File: src/rtl/sdram_arb_pkg.sv
// Shared definitions for the two-master SDRAM arbiter.
//   mst_e          : master identifier stored in the grant lock and the read tag FIFO
//   M1_BYTEENABLE  : byteenable presented on behalf of the SD-card master
package sdram_arb_pkg;

  typedef enum logic {
    MST_CPU = 1'b0,
    MST_SD  = 1'b1
  } mst_e;

  localparam logic [3:0] M1_BYTEENABLE = 4'b1111;

endpackage

File: src/rtl/sdram_arb_tagfifo.sv
// Read-response tag FIFO: remembers which master issued each outstanding read.
//   clk, rst   : clock, asynchronous active-high reset (empties the FIFO)
//   push       : store push_data (ignored when full)
//   push_data  : master ID of the accepted read
//   pop        : discard head (ignored when empty)
//   full/empty : occupancy flags, registered-state only (a pop never frees a slot in its own cycle)
//   head       : master ID of the oldest outstanding read
module sdram_arb_tagfifo #(
  parameter int unsigned TAG_DEPTH = 8,
  parameter int unsigned TAG_AW    = 3
) (
  input  logic clk,
  input  logic rst,
  input  logic push,
  input  logic push_data,
  input  logic pop,
  output logic full,
  output logic empty,
  output logic head
);

  logic              mem [TAG_DEPTH];
  logic [TAG_AW-1:0] wr_ptr;
  logic [TAG_AW-1:0] rd_ptr;
  logic [TAG_AW:0]   count;
  logic              do_push;
  logic              do_pop;

  assign full    = (count == (TAG_AW+1)'(TAG_DEPTH));
  assign empty   = (count == '0);
  assign head    = mem[rd_ptr];
  assign do_push = push & ~full;
  assign do_pop  = pop & ~empty;

  always_ff @(posedge clk) begin
    if (do_push) mem[wr_ptr] <= push_data;
  end

  // Pointers are TAG_AW wide so they wrap modulo TAG_DEPTH on their own.
  always_ff @(posedge clk or posedge rst) begin
    if (rst) begin
      wr_ptr <= '0;
      rd_ptr <= '0;
      count  <= '0;
    end else begin
      if (do_push) wr_ptr <= wr_ptr + 1'b1;
      if (do_pop)  rd_ptr <= rd_ptr + 1'b1;
      case ({do_push, do_pop})
        2'b10:   count <= count + 1'b1;
        2'b01:   count <= count - 1'b1;
        default: count <= count;
      endcase
    end
  end

endmodule

File: src/rtl/sdram_arbiter.sv
// Round-robin arbiter sharing one SDRAM Avalon-MM slave between the CPU path (m0)
// and the SD-card driver (m1), clk_sys domain.
//   clk_sys, rst         : clock, asynchronous active-high reset
//   ao486_rst            : CPU held in reset; m0 is not granted new commands
//   m0_* / m1_*          : Avalon-MM master-side ports (m1 byteenable fixed all-ones)
//   sdram_*              : Avalon-MM slave-side ports, driven by the granted master
//   err_orphan           : sticky, readdatavalid arrived with no outstanding read
// A stalled command keeps its grant until accepted; read data is routed back
// in issue order using a tag FIFO of master IDs.
module sdram_arbiter
  import sdram_arb_pkg::*;
#(
  parameter int unsigned OADDR     = 25,
  parameter int unsigned TAG_DEPTH = 8,
  parameter int unsigned TAG_AW    = 3
) (
  input  logic             clk_sys,
  input  logic             rst,
  input  logic             ao486_rst,

  input  logic [31:0]      m0_address,
  input  logic [3:0]       m0_byteenable,
  input  logic [31:0]      m0_writedata,
  input  logic             m0_read,
  input  logic             m0_write,
  output logic             m0_waitrequest,
  output logic [31:0]      m0_readdata,
  output logic             m0_readdatavalid,

  input  logic [31:0]      m1_address,
  input  logic [31:0]      m1_writedata,
  input  logic             m1_read,
  input  logic             m1_write,
  output logic             m1_waitrequest,
  output logic [31:0]      m1_readdata,
  output logic             m1_readdatavalid,

  output logic [OADDR-1:0] sdram_address,
  output logic [3:0]       sdram_byteenable,
  output logic             sdram_read,
  output logic             sdram_write,
  output logic [31:0]      sdram_writedata,
  input  logic             sdram_waitrequest,
  input  logic [31:0]      sdram_readdata,
  input  logic             sdram_readdatavalid,

  output logic             err_orphan
);

  logic lock;
  mst_e owner;
  mst_e last_owner;

  logic grant_valid;
  mst_e grant;
  logic req0, req1, elig0, elig1;
  logic cmd, accept, stall;

  logic tag_full, tag_empty, tag_head;
  logic tag_push, tag_pop;

  logic unused_bits;
  assign unused_bits = ^{m0_address[1:0], m0_address[31:OADDR+2],
                         m1_address[1:0], m1_address[31:OADDR+2]};

  assign req0  = (m0_read | m0_write) & ~ao486_rst;
  assign req1  = m1_read | m1_write;
  assign elig0 = req0 & ~(m0_read & tag_full);
  assign elig1 = req1 & ~(m1_read & tag_full);

  always_comb begin
    grant_valid = 1'b0;
    grant       = MST_CPU;
    if (lock) begin
      // Locked owner keeps the bus even if ao486_rst rose meanwhile.
      grant_valid = 1'b1;
      grant       = owner;
    end else if (elig0 && elig1) begin
      grant_valid = 1'b1;
      grant       = (last_owner == MST_CPU) ? MST_SD : MST_CPU;
    end else if (elig0) begin
      grant_valid = 1'b1;
      grant       = MST_CPU;
    end else if (elig1) begin
      grant_valid = 1'b1;
      grant       = MST_SD;
    end
  end

  always_comb begin
    if (grant == MST_SD) begin
      sdram_address    = m1_address[OADDR+1:2];
      sdram_byteenable = M1_BYTEENABLE;
      sdram_writedata  = m1_writedata;
      sdram_read       = grant_valid & m1_read;
      sdram_write      = grant_valid & m1_write;
    end else begin
      sdram_address    = m0_address[OADDR+1:2];
      sdram_byteenable = m0_byteenable;
      sdram_writedata  = m0_writedata;
      sdram_read       = grant_valid & m0_read;
      sdram_write      = grant_valid & m0_write;
    end
  end

  assign cmd    = sdram_read | sdram_write;
  assign accept = cmd & ~sdram_waitrequest;
  assign stall  = cmd & sdram_waitrequest;

  assign m0_waitrequest = ~(grant_valid && (grant == MST_CPU) && !sdram_waitrequest);
  assign m1_waitrequest = ~(grant_valid && (grant == MST_SD)  && !sdram_waitrequest);

  always_ff @(posedge clk_sys or posedge rst) begin
    if (rst) begin
      lock       <= 1'b0;
      owner      <= MST_CPU;
      last_owner <= MST_SD;
    end else if (accept) begin
      lock       <= 1'b0;
      last_owner <= grant;
    end else if (stall) begin
      lock       <= 1'b1;
      owner      <= grant;
    end
  end

  assign tag_push = accept & sdram_read;
  assign tag_pop  = sdram_readdatavalid;

  sdram_arb_tagfifo #(
    .TAG_DEPTH (TAG_DEPTH),
    .TAG_AW    (TAG_AW)
  ) u_tagfifo (
    .clk       (clk_sys),
    .rst       (rst),
    .push      (tag_push),
    .push_data (grant),
    .pop       (tag_pop),
    .full      (tag_full),
    .empty     (tag_empty),
    .head      (tag_head)
  );

  assign m0_readdata      = sdram_readdata;
  assign m1_readdata      = sdram_readdata;
  assign m0_readdatavalid = sdram_readdatavalid & ~tag_empty & (mst_e'(tag_head) == MST_CPU);
  assign m1_readdatavalid = sdram_readdatavalid & ~tag_empty & (mst_e'(tag_head) == MST_SD);

  always_ff @(posedge clk_sys or posedge rst) begin
    if (rst)                                   err_orphan <= 1'b0;
    else if (sdram_readdatavalid && tag_empty) err_orphan <= 1'b1;
  end

endmodule

File: config.mk
export PLATFORM = sky130hd
export DESIGN_NAME = sdram_arbiter
export DESIGN_NICKNAME = d
export VERILOG_FILES = /design/src/rtl/sdram_arb_pkg.sv /design/src/rtl/sdram_arb_tagfifo.sv /design/src/rtl/sdram_arbiter.sv
export SDC_FILE = /design/constraint.sdc
export NUM_CORES = 1
export LEC_CHECK = 0
export BUFFER_PORTS_ARGS = -buffer_cell sky130_fd_sc_hd__buf_2
export CORE_AREA = 2 2 117 119
export DETAILED_ROUTE_END_ITERATION = 8
export DIE_AREA = 0 0 119 121
export PLACE_DENSITY = 0.57
export SLEW_MARGIN = 30
export SYNTH_ARGS = -nofsm -noshare
export SYNTH_HDL_FRONTEND = slang
export SYNTH_HIERARCHICAL = 1
export SYNTH_SLANG_ARGS = --single-unit
File: constraint.sdc
create_clock -name clk_sys -period 4.15 [get_ports clk_sys]
set_input_delay 0.6225 -clock clk_sys [delete_from_list [all_inputs] [get_ports clk_sys]]
set_output_delay 0.6225 -clock clk_sys [all_outputs]
set_load 0.02 [all_outputs]
==> impl_metrics.py, run 1 <==
metrics = {
    "logic_synthesis": {
        "yosysUniqueCellTypes": 48,
        "synth_top_cells_by_count": "184 x nand2_1, 71 x buf_4, 13 x dfrtp_1, 13 x nor2_1, 11 x inv_1",
        "yosysTopAreaCellShare_pct": 26.8,
        "post-synth-top-count-cell": "nand2_1",
        "syn_area_per_cell_um2": 6.80,
        "synth_top_cell_by_area": "nand2_1",
        "synth_top_flop_cell": "dfrtp_1",
        "syn_inst": 379,
        "synth_area_mm2": 0.00258,
        "async_flop_share_pct": 63.6,
        "yosysWarnings": 6,
        "yosysSeqAreaShare_pct": 23.0,
        "ys_ff_latch": 22,
        "synth_edf_count": 8,
        "synthTopCellsByArea": "nand2_1 27%, buf_4 21%, dfrtp_1 13%",
        "syn_nets": 558,
    },
    "global_route": {
        "grt_pass1_wl_mm": 13.6,
        "antenna_found_initial": 0,
        "grt_max_degree": 65,
        "grt_pass1_vias": 2493,
        "grtUsageTotal_pct": 11.8,
        "grt.overflow.total": 0,
    },
    "cts": {
        "hold_buffers": 0,
        "cts_setup_buffers": 0,
        "clk_latency_ns": 0.25,
        "cts_buffer_depth": 2,
        "h-tree-depth": 1,
        "cts_tree": "built",
        "numCtsBuffers": 3,
        "ctsRootBufferMaster": "clkbuf_16",
        "cts_sinks": 22,
        "clkTransAtPathRegs_ns": 0.05,
    },
    "die": {
        "die_area_mm2": 0.0144,
        "die_h_um": 121,
        "num_rows": 42,
        "ios": 305,
        "coreArea_mm2": 0.0131,
        "die_x_um": 119,
        "start_util_pct": 19.7,
    },
    "detailed_routing": {
        "drtAntennaViolNets": 0,
        "route.detailed.drc": 0,
        "drt-initial-drc-count": 93,
        "routed_via_density": 3.96,
        "dr.pass1.iters": 4,
        "drt_wl_total_mm": 8.91,
        "wl_per_cell_um": 13.1,
        "vias": 2683,
    },
    "sta": {
        "post-route-period-util_pct": 94.0,
        "slew_headroom_pct": 68.6,
        "worstMarginPinSlew_ns": 0.471,
        "rsz0062_at_grt": "no",
        "slew_violations": 0,
        "setup_viol": 0,
        "fin_ws_ns": 0.247,
        "hold_viol": 0,
        "min_period_ns": 3.90,
        "timing.fmax_ghz": 0.256,
        "fin_tns_setup_ns": 0,
        "finalClockSkew_ns": 0.00335,
    },
    "final_layout": {
        "multi_input_area_mm2": 0.00137,
        "nNetsFinal": 682,
        "diodes": 0,
        "area_growth_pct": 28.6,
        "regArea_um2": 592,
        "fillers": 1515,
        "drive_above_1_share_pct": 42.2,
    },
    "outcome": {
        "status": "complete, no violations",
    },
    "placed_design": {
        "dp_worst_setup_slack_ns": 0.352,
        "io_buffers": 194,
        "dp_hpwl_mm": 7.54,
        "gp_congestion": 0.780,
    },
    "worst_setup_path": {
        "r2r-start": "u_tagfifo/count[0]",
        "crit_fanout": 64,
        "r2r_slack_ns": 0.36,
        "arrival_ns": 3.28,
        "rr_worst_depth": 14,
        "worstPathRequired_ns": 3.53,
        "startpoint_type": "flip-flop",
        "setup.worst_path.start": "u_tagfifo/count[0]",
        "reg2reg_to": "u_tagfifo/count[3]",
        "crit_path_end_kind": "output port",
        "crit_type": "reg -> out",
    },
    "power": {
        "p_total_w": 0.00251,
        "ir_worst_vdd_mv": 0.348,
        "power.density_mw_per_mm2": 757,
        "leakage_nw": 1.88,
    },
    "job": {
        "drv_cap": 0,
    },
    "hold_path": {
        "min_path_type": "in -> async",
    },
}
kinds of logic (layout without fill, tap and decap cells):
kind of cell / after synthesis / after routing / share of synthesized area (%)
AO/OA/AOI/OAI: 21 / 21 / 7.29
XOR/XNOR: 6 / 6 / 2.04
adder cells (fa/ha/maj): 6 / 6 / 3.21
buffers and inverters: 90 / 213 / 24.0
flip-flops: 22 / 22 / 23.0
multiplexers: 6 / 6 / 3.45
AND/OR/NAND/NOR: 228 / 228 / 37.1
what timing repair did:
action | CTS | global route
endpoints found under the hold margin | 0 | 0
setup endpoints to repair | 0 | 53
gates resized for setup | 0 | 1
registers in the layout, indices dropped and copies added, names as in the netlist:
signal and flops:
owner 1, last_owner 1, u_tagfifo/count 4, u_tagfifo/mem 8
u_tagfifo/rd_ptr 3, err_orphan 1, lock 1, u_tagfifo/wr_ptr 3
power by group:
part / total [W] / switching (W) / internal, W
clock network: 0.000201 / 0.0000702 / 0.000131
logic: 0.00189 / 0.00123 / 0.000651
registers: 0.000421 / 0.0000964 / 0.000325
total: 0.00251 / 0.00140 / 0.00111
cell type report:
cell class,instances,area share [%]
clock buffers,4,2.38
inverters,12,1.36
multi-input cells,267,41.3
flip-flops and latches,22,17.9
well taps,176,6.65
repair buffers,197,30.5
placed cells by master (no fill, tap or decap), types with 2 or more instances in the layout:
cell type	instances
a21oi_1	2
buf_2	194
clkbuf_16	3
dfrtp_1	13
edfxtp_1	8
ha_1	5
inv_1	11
mux2_2	2
mux4_2	2
nand2_1	184
nand2b_1	7
nand3_1	6
nand4b_1	2
nor2_1	13
nor3_1	3
nor3b_1	4
o211ai_1	3
o21ai_0	3
o221ai_1	2
xnor2_1	5
routing by layer:
metal	vias to the layer above	GRT usage, %	wire length [µm]
li1	1390	-	-
met1	1155	14.5	3510
met2	131	20.8	4500
met3	7	3.43	841
met4	0	1.93	53
met5	-	0	0
worst max path at each step:
stage,to,slack (ns),cells past startpoint
after floorplan,u_tagfifo/count[3],0.42,14
after global placement,sdram_write,0.33,11
after detailed placement,sdram_write,0.35,11
after CTS,sdram_write,0.08,11
after global routing,sdram_write,0.05,11
final,sdram_write,0.25,11
worst max-delay path, stage by stage (launching register included):
cell	delay, ns
dfrtp_1	0.47
or4b_4	0.62
inv_1	0.18
and2_1	0.17
o31a_1	0.19
or2_4	0.16
buf_6	0.37
inv_2	0.17
buf_12	0.24
nand2_1	0.12
nand2_1	0.10
buf_2	0.18
through the flow:
| step | cells | area, µm² | hold slack (ns) | util (%) |
|---|---|---|---|---|
| after floorplan | 379 | 2580 | 0.388 | - |
| after global placement | 674 | 3230 | 0.443 | 24.7 |
| after detailed placement | 674 | 3230 | 0.452 | 24.7 |
| after CTS | 678 | 3310 | 0.263 | 25.3 |
| after global routing | 678 | 3310 | 0.280 | 25.3 |
| final | 678 | 3310 | 0.262 | 25.3 |
Power figures use the tool's default switching activity.
==> run 2, diff against run 1 <==
--- a/config.mk
+++ b/config.mk
@@ -7,9 +7,10 @@
 export LEC_CHECK = 0
 export BUFFER_PORTS_ARGS = -buffer_cell sky130_fd_sc_hd__buf_2
 export CORE_AREA = 2 2 117 119
+export CTS_CLUSTER_DIAMETER = 80
 export DETAILED_ROUTE_END_ITERATION = 8
 export DIE_AREA = 0 0 119 121
-export PLACE_DENSITY = 0.57
+export PLACE_DENSITY_LB_ADDON = 0.3
 export SLEW_MARGIN = 30
 export SYNTH_ARGS = -nofsm -noshare
 export SYNTH_HDL_FRONTEND = slang
==> impl_metrics.py, run 2 (synthesis gave the netlist of run 1 again) <==
metrics = {
    "power": {
        "power.density_mw_per_mm2": 774,
        "ir_worst_vdd_mv": 0.268,
        "leakage_nw": 1.89,
    },
    "worst_setup_path": {
        "crit_path_end_kind": "output port",
        "crit_type": "reg -> out",
        "worstPathRequired_ns": 3.53,
        "r2r_slack_ns": 0.41,
        "startpoint_type": "flip-flop",
        "crit_fanout": 37,
        "rr_worst_depth": 14,
        "arrival_ns": 3.22,
    },
    "sta": {
        "fin_tns_setup_ns": 0,
        "hold_viol": 0,
        "fin_ws_ns": 0.308,
        "worstMarginPinSlew_ns": 0.609,
        "timing.fmax_ghz": 0.260,
        "rsz0062_at_grt": "no",
        "min_period_ns": 3.84,
        "setup_viol": 0,
        "slew_violations": 0,
        "post-route-period-util_pct": 92.6,
        "finalClockSkew_ns": 0.00375,
        "slew_headroom_pct": 59.3,
    },
    "final_layout": {
        "diodes": 0,
        "final_cell_area_mm2": 0.00334,
        "area_growth_pct": 29.7,
        "multi_input_area_mm2": 0.00137,
        "reg_top3": "u_tagfifo/mem: 8 flops, u_tagfifo/count: 4 flops",
        "final_common_cell": "buf_2",
        "largest_reg_flops": 8,
        "fillers": 1471,
        "final_cell_mix": "194 x buf_2, 184 x nand2_1, 13 x nor2_1, 13 x dfrtp_1, 11 x inv_1",
        "nNetsFinal": 683,
        "top_register": "u_tagfifo/mem",
        "drive_above_1_share_pct": 42.5,
        "regArea_um2": 592,
    },
    "cts": {
        "clkTransAtPathRegs_ns": 0.06,
        "hold_buffers": 0,
        "h-tree-depth": 1,
        "cts_sinks": 22,
        "numCtsBuffers": 3,
        "clk_latency_ns": 0.25,
        "ctsResizeCount": 0,
        "ctsRootBufferMaster": "clkbuf_16",
        "cts_buffer_depth": 2,
        "cts_setup_buffers": 0,
        "cts_tree": "built",
    },
    "global_route": {
        "grtUsageTotal_pct": 11.5,
        "grt.overflow.total": 0,
        "grt_pass1_wl_mm": 13.2,
        "grt_max_degree": 45,
        "antenna_found_initial": 0,
        "grt_pass1_vias": 2551,
    },
    "detailed_routing": {
        "dr.pass1.iters": 5,
        "wl_per_cell_um": 13.0,
        "routed_via_density": 4.01,
        "drtAntennaViolNets": 0,
        "route.detailed.drc": 0,
        "vias": 2725,
        "drt-initial-drc-count": 101,
        "drt_wl_total_mm": 8.81,
    },
    "placed_design": {
        "gp_congestion": 0.819,
        "io_buffers": 194,
        "place_area_mm2": 0.00324,
        "dp_hpwl_mm": 7.56,
        "dp_worst_setup_slack_ns": 0.432,
    },
    "job": {
        "drv_cap": 0,
    },
    "die": {
        "num_rows": 42,
        "die_area_mm2": 0.0144,
        "coreArea_mm2": 0.0131,
        "ios": 305,
        "start_util_pct": 19.7,
        "die_x_um": 119,
        "die_h_um": 121,
    },
    "outcome": {
        "status": "complete, no violations",
    },
    "hold_path": {
        "min_path_type": "in -> async",
    },
}
==> run 2: critical path, cell delays in order (launching register included) <==
cell       delay, ns
dfrtp_1         0.47
or4b_4          0.62
inv_1           0.17
a2111oi_4       0.10
or2_4           0.27
buf_4           0.21
inv_2           0.47
buf_12          0.27
nand2_1         0.10
nand2_1         0.09
buf_2           0.17
==> run 2: layer usage <==
metal | track usage [%] | up-vias | wire, µm
li1 | - | 1392 | -
met1 | 13.8 | 1183 | 3600
met2 | 20.0 | 138 | 4320
met3 | 3.20 | 12 | 737
met4 | 3.35 | 0 | 154
met5 | 0 | - | 0
==> run 2: worst paths after layout <==
| check | startpoint | to |
|---|---|---|
| worst max-delay path | u_tagfifo/count[0] | sdram_writedata[8] |
| worst min-delay path | rst | err_orphan |
| worst max register to register | u_tagfifo/count[0] | u_tagfifo/count[3] |
| worst min register to register | err_orphan | err_orphan |
| max in group asynchronous | rst | u_tagfifo/rd_ptr[2] |
| min in group clk_sys | err_orphan | err_orphan |
==> run 2: area by class of cell <==
class | instances | share of cell area [%]
multi-input combinational | 267 | 40.9
timing repair buffer | 198 | 30.3
sequential | 22 | 17.7
tap | 176 | 6.59
clock buffer | 3 | 2.25
inverter | 12 | 1.35
clock inverter | 1 | 0.899
==> run 2: through the flow <==
stage / instances / hold slack (ns) / util, % / total power [W]
CTS: 679 / 0.268 / 25.5 / 0.00263
global placement: 675 / 0.439 / 24.7 / 0.00233
detailed placement: 675 / 0.444 / 24.7 / 0.00235
finish: 679 / 0.272 / 25.5 / 0.00259
floorplan: 379 / 0.388 / - / 0.00183
global route: 679 / 0.274 / 25.5 / 0.00281
==> run 2: where the power goes <==
group | internal, W | switching (W)
Clock | 0.000191 | 0.0000758
Combinational | 0.000656 | 0.00124
Sequential | 0.000325 | 0.000101
